<file path="config.mk">
export PLATFORM = sky130hd
export DESIGN_NAME = bootrom_copier_flat
export DESIGN_NICKNAME = d
export VERILOG_FILES = /design/src/rtl/bootrom_copier_if.sv /design/src/rtl/bootrom_copier.sv /design/src/flat_wrapper.sv
export SDC_FILE = /design/constraint.sdc
export NUM_CORES = 1
export LEC_CHECK = 0
export ABC_CLOCK_PERIOD_IN_PS = 19900
export CAP_MARGIN = 20
export CELL_PAD_IN_SITES_DETAIL_PLACEMENT = 0
export CELL_PAD_IN_SITES_GLOBAL_PLACEMENT = 2
export CORE_ASPECT_RATIO = 0.5
export CORE_MARGIN = 8
export CORE_UTILIZATION = 37
export CTS_CLUSTER_DIAMETER = 40
export DETAILED_ROUTE_END_ITERATION = 8
export PLACE_DENSITY = 0.84
export SLEW_MARGIN = 20
export SYNTH_ARGS = -nofsm -noshare
export SYNTH_HDL_FRONTEND = slang
export SYNTH_SLANG_ARGS = --single-unit
export TNS_END_PERCENT = 50
</file>
<file path="constraint.sdc">
create_clock -name clk -period 19.9 [get_ports clk]
set_clock_uncertainty 0.2 [all_clocks]
set_input_delay 1.99 -clock clk [delete_from_list [all_inputs] [get_ports clk]]
set_output_delay 1.99 -clock clk [all_outputs]
set_load 0.005 [all_outputs]
</file>
<file path="src/rtl/bootrom_copier_if.sv">
// Bus bundle for the boot copy engine: the boot ROM read port and the
// RAM write port. The copier is the master on both sides.
interface bootrom_copier_if;
   logic        rom_req;
   logic [31:0] rom_addr;
   logic [31:0] rom_rdata;
   logic        rom_rvalid;
   logic        rom_fault;
   logic        ram_we;
   logic [31:0] ram_addr;
   logic [31:0] ram_wdata;
   logic        ram_ready;

   modport master (
      output rom_req, rom_addr,
      input  rom_rdata, rom_rvalid, rom_fault,
      output ram_we, ram_addr, ram_wdata,
      input  ram_ready
   );

   modport slave (
      input  rom_req, rom_addr,
      output rom_rdata, rom_rvalid, rom_fault,
      input  ram_we, ram_addr, ram_wdata,
      output ram_ready
   );
endinterface

</file>
<file path="src/rtl/bootrom_copier.sv">
// Boot-time copy engine: reads words from the boot ROM and writes them to RAM.
// The ROM cannot be stalled, so reads are only issued while there is room
// for their data in the skid FIFO (inflight + fifo_count < FIFO_DEPTH).
module bootrom_copier #(
   parameter int FIFO_DEPTH = 4,
   parameter int LEN_W      = 16
) (
   input  logic             clk,
   input  logic             rst,
   input  logic             start,
   input  logic [31:0]      src_addr,
   input  logic [31:0]      dst_addr,
   input  logic [LEN_W-1:0] len_words,
   output logic             busy,
   output logic             done,
   output logic             error,
   output logic [31:0]      err_addr,
   bootrom_copier_if.master bus
);
   localparam int CNT_W = $clog2(FIFO_DEPTH + 1) + 1;
   localparam int PTR_W = (FIFO_DEPTH > 1) ? $clog2(FIFO_DEPTH) : 1;

   typedef enum logic [1:0] {IDLE, RUN, DRAIN} state_t;

   state_t           state, state_next;
   logic [31:0]      src_q, dst_q;
   logic [LEN_W-1:0] len_q, issued, written, target;
   logic [CNT_W-1:0] inflight, fifo_count;
   logic [PTR_W-1:0] wr_ptr, rd_ptr;
   logic [31:0]      fifo_mem [FIFO_DEPTH];
   logic             faulted, error_q, zero_done;
   logic             accept_start, credit_ok, rom_accept, rom_reject;
   logic             push, pop, complete;

   function automatic logic [PTR_W-1:0] ptr_next(input logic [PTR_W-1:0] p);
      return (p == PTR_W'(FIFO_DEPTH - 1)) ? '0 : p + PTR_W'(1);
   endfunction

   // A start during the zero-length done cycle counts as "while busy".
   assign accept_start = (state == IDLE) && start && !zero_done;
   assign credit_ok    = (issued < len_q) &&
                         ((inflight + fifo_count) < CNT_W'(FIFO_DEPTH));
   assign rom_accept   = bus.rom_req && !bus.rom_fault;
   assign rom_reject   = bus.rom_req && bus.rom_fault;
   // Late read data arriving after an abort is dropped in IDLE.
   assign push         = bus.rom_rvalid && (state != IDLE);
   assign pop          = bus.ram_we && bus.ram_ready;
   assign complete     = (state == DRAIN) && (inflight == '0) &&
                         (fifo_count == '0) && (written == target);

   assign bus.rom_addr  = src_q + 32'({issued, 2'b00});
   assign bus.ram_we    = (fifo_count != '0);
   assign bus.ram_wdata = fifo_mem[rd_ptr];
   assign bus.ram_addr  = dst_q + 32'({written, 2'b00});

   assign busy  = (state != IDLE) || zero_done;
   assign done  = complete || zero_done;
   assign error = error_q || (complete && faulted);

   // State register.
   always_ff @(posedge clk or posedge rst) begin
      if (rst) state <= IDLE;
      else     state <= state_next;
   end

   // Next-state logic and ROM request generation.
   always_comb begin
      state_next  = state;
      bus.rom_req = 1'b0;
      case (state)
         IDLE: begin
            if (accept_start && (len_words != '0)) state_next = RUN;
         end
         RUN: begin
            bus.rom_req = credit_ok;
            if (credit_ok && bus.rom_fault) state_next = DRAIN;
            else if (issued == len_q)       state_next = DRAIN;
         end
         DRAIN: begin
            if (complete) state_next = IDLE;
         end
         default: state_next = IDLE;
      endcase
   end

   // Copy parameters, progress counters and fault/error bookkeeping.
   always_ff @(posedge clk or posedge rst) begin
      if (rst) begin
         src_q     <= '0;
         dst_q     <= '0;
         len_q     <= '0;
         issued    <= '0;
         written   <= '0;
         target    <= '0;
         faulted   <= 1'b0;
         error_q   <= 1'b0;
         zero_done <= 1'b0;
         err_addr  <= '0;
      end else begin
         zero_done <= accept_start && (len_words == '0);
         if (accept_start) begin
            src_q   <= src_addr & 32'hFFFF_FFFC;
            dst_q   <= dst_addr & 32'hFFFF_FFFC;
            len_q   <= len_words;
            issued  <= '0;
            written <= '0;
            target  <= '0;
            faulted <= 1'b0;
            error_q <= 1'b0;
         end
         if (rom_accept) issued <= issued + LEN_W'(1);
         if (rom_reject) begin
            err_addr <= bus.rom_addr;
            faulted  <= 1'b1;
            target   <= issued;
         end else if ((state == RUN) && (issued == len_q)) begin
            target <= len_q;
         end
         if (pop) written <= written + LEN_W'(1);
         if (complete && faulted) error_q <= 1'b1;
      end
   end

   // Skid FIFO and outstanding-read tracking.
   always_ff @(posedge clk or posedge rst) begin
      if (rst) begin
         inflight   <= '0;
         fifo_count <= '0;
         wr_ptr     <= '0;
         rd_ptr     <= '0;
         for (int i = 0; i < FIFO_DEPTH; i++) fifo_mem[i] <= '0;
      end else begin
         inflight   <= inflight + CNT_W'(rom_accept) - CNT_W'(push);
         fifo_count <= fifo_count + CNT_W'(push) - CNT_W'(pop);
         if (push) begin
            fifo_mem[wr_ptr] <= bus.rom_rdata;
            wr_ptr           <= ptr_next(wr_ptr);
         end
         if (pop) rd_ptr <= ptr_next(rd_ptr);
      end
   end
endmodule
</file>
<file path="src/flat_wrapper.sv">
// flat-port wrapper written by rule: the top's interface ports become plain ports
module bootrom_copier_flat 
#(
   parameter int FIFO_DEPTH = 4,
   parameter int LEN_W      = 16
)
  (clk, rst, start, src_addr, dst_addr, len_words, busy, done, error, err_addr, bus_rom_req, bus_rom_addr, bus_rom_rdata, bus_rom_rvalid, bus_rom_fault, bus_ram_we, bus_ram_addr, bus_ram_wdata, bus_ram_ready);
  bootrom_copier_if bus_i ();
  input  logic clk;
  input  logic rst;
  input  logic start;
  input  logic [31:0] src_addr;
  input  logic [31:0] dst_addr;
  input  logic [LEN_W-1:0] len_words;
  output logic busy;
  output logic done;
  output logic error;
  output logic [31:0] err_addr;
  output wire logic [$bits(bus_i.rom_req)-1:0] bus_rom_req;
  output wire logic [$bits(bus_i.rom_addr)-1:0] bus_rom_addr;
  input wire logic [$bits(bus_i.rom_rdata)-1:0] bus_rom_rdata;
  input wire logic [$bits(bus_i.rom_rvalid)-1:0] bus_rom_rvalid;
  input wire logic [$bits(bus_i.rom_fault)-1:0] bus_rom_fault;
  output wire logic [$bits(bus_i.ram_we)-1:0] bus_ram_we;
  output wire logic [$bits(bus_i.ram_addr)-1:0] bus_ram_addr;
  output wire logic [$bits(bus_i.ram_wdata)-1:0] bus_ram_wdata;
  input wire logic [$bits(bus_i.ram_ready)-1:0] bus_ram_ready;
  assign bus_rom_req = bus_i.rom_req;
  assign bus_rom_addr = bus_i.rom_addr;
  assign bus_i.rom_rdata = bus_rom_rdata;
  assign bus_i.rom_rvalid = bus_rom_rvalid;
  assign bus_i.rom_fault = bus_rom_fault;
  assign bus_ram_we = bus_i.ram_we;
  assign bus_ram_addr = bus_i.ram_addr;
  assign bus_ram_wdata = bus_i.ram_wdata;
  assign bus_i.ram_ready = bus_ram_ready;
  bootrom_copier #(.FIFO_DEPTH(FIFO_DEPTH), .LEN_W(LEN_W)) u_core (.clk(clk), .rst(rst), .start(start), .src_addr(src_addr), .dst_addr(dst_addr), .len_words(len_words), .busy(busy), .done(done), .error(error), .err_addr(err_addr), .bus(bus_i));
endmodule
</file>
# Word level (Yosys, flattened, before mapping)
# Cells that the tools add are included.
# Widths: inputs -> output; s select.
[totals]
reg_bits = 301
out_inout_bits = 133
[op_classes]
n_addsub = 11
magnitude_cmp = 5
n_eq_ne = 9
mux = 22
bitwise_logic = 2
reduce_logical = 34
[ops]
columns = ["op", "count"]
rows = [
  ["$bwmux 128", 1],
  ["$mux 32", 3],
  ["$mux 16", 5],
  ["$add 32x18->32", 2],
  ["$bmux 32 s2", 1],
  ["$demux 32 s2", 1],
  ["$add 16x1->16 const B", 2],
  ["$eq 16x16->1", 2],
  ["$logic_and 1x1->1", 16],
  ["$logic_not 16->1", 1],
  ["$lt 16x16->1", 1],
  ["$reduce_bool 16->1", 1],
  ["$mux 2", 6],
  ["$reduce_bool 2->1", 5],
  ["$add 4x1->4", 2],
  ["$logic_not 4->1", 2],
  ["$sub 4x1->4", 2],
  ["$eq 2x2->1 const B", 3],
  ["$ge 3x3->1 const B", 2],
  ["$not 2->3", 2],
  ["$pmux 2 s3", 1],
  ["$add 2x1->2 const B", 2],
  ["$add 4x4->4", 1],
  ["$lt 4x3->1 const B", 1],
  ["12 further kinds", 18],
]

# Longest topological paths before layout
[logic_depth]
ltp_word = 7
mapped_depth = 13
mapped_depth_nobuf = 12

# Least setup slack after synthesis
# Ideal clock, no wire load.
[synth_path]
path_kind = "register to output"
startpoint = "register u_core.issued[0]"
endpoint = "output port bus_rom_addr[30]"
arrival_time_ns = 2.502
slack_ns = 15.208
path_stages_with_launch = 11
n_path_buf = 0
path_cell_list = "dfrtp_1 -> ha_1 -> inv_1 -> fa_1 -> nand2b_1 -> a21oi_1 -> o31ai_1 -> a21oi_1 -> o211ai_2 -> or3_1 -> nand2_1"
[synth_via]
elab_chain_len = 1
[synth_rtl]
columns = ["item", "line_no", "rtl"]
rows = [
  ["start: declaration", "bootrom_copier.sv:27", "logic [LEN_W-1:0] len_q, issued, written, target;"],
  ["start signal: assignment", "bootrom_copier.sv:111", "if (rom_accept) issued <= issued + LEN_W'(1);"],
  ["$add 32x18->32", "bootrom_copier.sv:51", "assign bus.rom_addr = src_q + 32'({issued, 2'b00});"],
  ["end: declaration", "flat_wrapper.sv:20", "output wire logic [$bits(bus_i.rom_addr)-1:0] bus_rom_addr;"],
]
# No other way between the ends.

# Worst setup path in the final report
[layout_path]
startpoint = "register u_core.written[0]"
endpoint = "output port bus_ram_addr[26]"
[layout_via]
elab_chain_len = 1
[layout_rtl]
columns = ["item", "line_no", "rtl"]
rows = [
  ["start: declaration", "bootrom_copier.sv:27", ""],
  ["start signal: assignment", "bootrom_copier.sv:119", "if (pop) written <= written + LEN_W'(1);"],
  ["$add 32x18->32", "bootrom_copier.sv:54", "assign bus.ram_addr = dst_q + 32'({written, 2'b00});"],
  ["end: declaration", "flat_wrapper.sv:25", "output wire logic [$bits(bus_i.ram_addr)-1:0] bus_ram_addr;"],
]
# No other way between the ends.

==> impl_metrics.py <==
metrics = {
    "clocking": {
        "cts_buffers": 37,
        "hold_buffers": 0,
        "cts_tree": "built",
        "htreeDepth": 2,
        "clock_latency_ns": 0.53,
        "cts_setup_buffers": 0,
        "cts-resized-gates": 0,
        "clkSinkCount": 299,
        "clk_pin_slew_ns": 0.07,
        "cts_buffer_depth": 3,
        "root_buffer": "clkbuf_16",
    },
    "final_layout": {
        "design_area_um2": 19810,
        "final_cell_mix": "nand2_1, dfrtp_1, clkdlybuf4s50_1",
        "final_nets": 1889,
        "diodes": 0,
        "final_common_cell": "nand2_1",
        "drive_gt1_share_pct": 15.45,
        "stdcell_count": 2278,
        "area_delta_synth_final_pct": 27.45,
    },
    "critical_path": {
        "cp.required_ns": 17.71,
        "worstSetupPathType": "reg -> out",
        "cp_max_fo": 7,
        "arrival_ns": 4.21,
        "worst_setup_path_start_kind": "register",
        "cp-end-kind": "output pin",
    },
    "yosys": {
        "ys_seq_elements": 299,
        "async_reset_ff_share_pct": 100.0,
        "synth.distinct_cells": 63,
        "synth_mux_area_share_pct": 15.97,
        "syn_avg_cell_area_um2": 10.57,
        "synth_compound_area_share_pct": 7.488,
        "yosysSeqAreaShare_pct": 48.15,
        "yosys.area_share.simple_pct": 14.95,
        "synth_cells": 1470,
        "syn_area_um2": 15540,
        "synth-adder-area-share_pct": 5.910,
        "yosys_warnings": 0,
        "ys.flop_type": "dfrtp_1",
        "synth_edf_count": 0,
        "synth_xor_area_share_pct": 4.396,
        "synth_top_family_by_area": "multiplexers",
    },
    "sta": {
        "setup_viol": 0,
        "worst_pin_slew_ns": 1.088,
        "finalWorstSetupSlack_ns": 13.50,
        "final-hold-violation-count": 0,
        "period_share_pct": 32.15,
        "rsz0062_at_grt": "no",
        "drv_slew": 0,
        "tns_ns": 0,
        "period_minus_slack_ns": 6.398,
        "fmax_mhz": 156.3,
        "max_slew_margin_pct": 27.10,
    },
    "die": {
        "die-height_um": 160.9,
        "core_um2": 41710,
        "rows": 53,
        "die_w_um": 305.8,
        "die_area_um2": 49210,
        "start_util_pct": 37.26,
        "ioPinCount": 251,
    },
    "pwr": {
        "irDropWorstVdd_mv": 0.06614,
        "power_frac_comb_pct": 42.7,
        "power.internal_mw": 2.004,
        "p_switching_mw": 1.015,
        "seq_power_share_pct": 34.0,
        "total_leakage_power_nw": 9.028,
        "powerDensity_nw_per_um2": 152.4,
        "pwr-share-clk_pct": 23.3,
        "p_sw_share_pct": 33.63,
    },
    "drt": {
        "wl_per_cell_um": 18.48,
        "first_iter_violations": 593,
        "drc": 0,
        "viasPerCell": 5.134,
        "wl_um": 42090,
        "ant_nets": 0,
        "vias": 11700,
        "first_pass_iters": 5,
    },
    "global_route": {
        "grt_max_degree": 158,
        "grt_overflow": 0,
        "grt_usage_pct": 16.72,
        "antenna_found_initial": 0,
        "grt_pass1_vias": 12240,
        "grt_pass1_wl_um": 67380,
    },
    "hold_path": {
        "hp-class": "reg -> reg",
    },
    "outcome": {
        "status": "completed",
    },
    "place": {
        "dpl-instance-area_um2": 18480,
        "dp_cells": 2209,
        "io_buffers": 240,
        "place.gp.congestion": 0.8341,
        "dpl.hpwl_um": 29130,
        "post-place-ws_ns": 14.06,
    },
    "run": {
        "drv_cap": 0,
    },
}
-- final timing paths --
path                       slack (ns)            startpoint                    to  cells after the start
max                             13.50     u_core.written[0]      bus_ram_addr[26]                     11
min                              0.28    u_core.err_addr[6]    u_core.err_addr[6]                      2
max reg2reg                     16.43  u_core.fifo_count[2]  u_core.fifo_count[2]                     12
min reg2reg                      0.28    u_core.err_addr[6]    u_core.err_addr[6]                      2
max in group asynchronous       16.69                   rst   u_core.err_addr[17]                      3
min in group asynchronous        1.63                   rst   u_core.fifo_mem[56]                      2
-- cells by family (layout without fill, tap and decap cells) --
kind of cell	Yosys count	after routing
buf+inv	119	372
xor+xnor	78	78
mux	190	190
flops	299	299
simple gates	524	524
compound gates	188	188
fa+ha+maj	71	71
other cells	1	6
-- through the flow --
step | util [%] | power [mW] | hold WS [ns]
final | 47.48 | 3.019 | 0.2756
after global placement | 44.29 | 2.290 | 0.2594
after global routing | 47.48 | 3.234 | 0.2897
after CTS | 47.39 | 3.068 | 0.2813
after detailed placement | 44.29 | 2.349 | 0.2637
after floorplan | - | 1.751 | 0.2477
-- power groups by stage --
| stage | sequential (mW) | clock [mW] | combinational, mW |
|---|---|---|---|
| floorplan | 0.985 | 0 | 0.766 |
| finish | 1.03 | 0.703 | 1.29 |
| global route | 1.06 | 0.752 | 1.42 |
| CTS | 1.03 | 0.723 | 1.32 |
| global placement | 1.01 | 0 | 1.28 |
| detailed placement | 1.04 | 0 | 1.31 |
-- area by class of cell --
cell class / instances / area (um^2)
tap: 550 / 688.2
fill: 3833 / 21910
clock buffer: 49 / 1084
timing repair buffer: 251 / 2521
clock inverter: 18 / 206.4
sequential: 299 / 7483
multi-input combinational: 1057 / 7611
inverter: 54 / 211.5
-- worst max-delay path, cell delays in order (launching register included) --
cell             delay, ns
dfrtp_1               0.48
ha_1                  0.21
inv_1                 0.05
fa_1                  0.43
nand2b_1              0.20
a21o_1                0.19
a211oi_1              0.42
o21ai_0               0.20
a21boi_1              0.54
o211ai_1              0.19
xnor2_1               0.23
clkdlybuf4s50_1       0.55
-- per-layer routing --
metal  routed length [um]  share of wire, %  global-route usage [%]
met1                18110                43                   21.01
met2                21370                51                   29.45
met3                 1639               3.9                   3.022
met4                  967               2.3                   4.556
met5                    0                 0                       0
-- synthesized netlist by cell type (all sizes together) (11+ instances only) --
cell type,n,share of area (%)
o211ai,11,0.56
o21ai,70,2.3
clkbuf,37,0.89
xnor2,46,2.6
a22oi,16,0.77
nor2,44,1.1
xor2,32,1.8
ha,67,5.4
nand3,40,1.3
mux4,32,4.6
nand4,15,0.60
and3,23,0.96
nand2,330,8.0
nor4,12,0.48
a21oi,38,1.2
nand2b,11,0.44
dfrtp,299,48
buf,28,0.90
inv,52,1.3
nor3,16,0.52
mux2,144,10
mux2i,14,0.90
-- state kept, by name (all words and copies together) (netlist names) --
signal and count:
u_core.fifo_mem 128, u_core.dst_q 30, u_core.err_addr 30, u_core.src_q 30, u_core.issued 16, u_core.len_q 16, u_core.target 16, u_core.written 16
u_core.fifo_count 4, u_core.inflight 4, u_core.rd_ptr 2, u_core.state 2, u_core.wr_ptr 2, u_core.error_q 1, u_core.faulted 1, u_core.zero_done 1
Note: power is estimated with default switching activity, not from simulation.
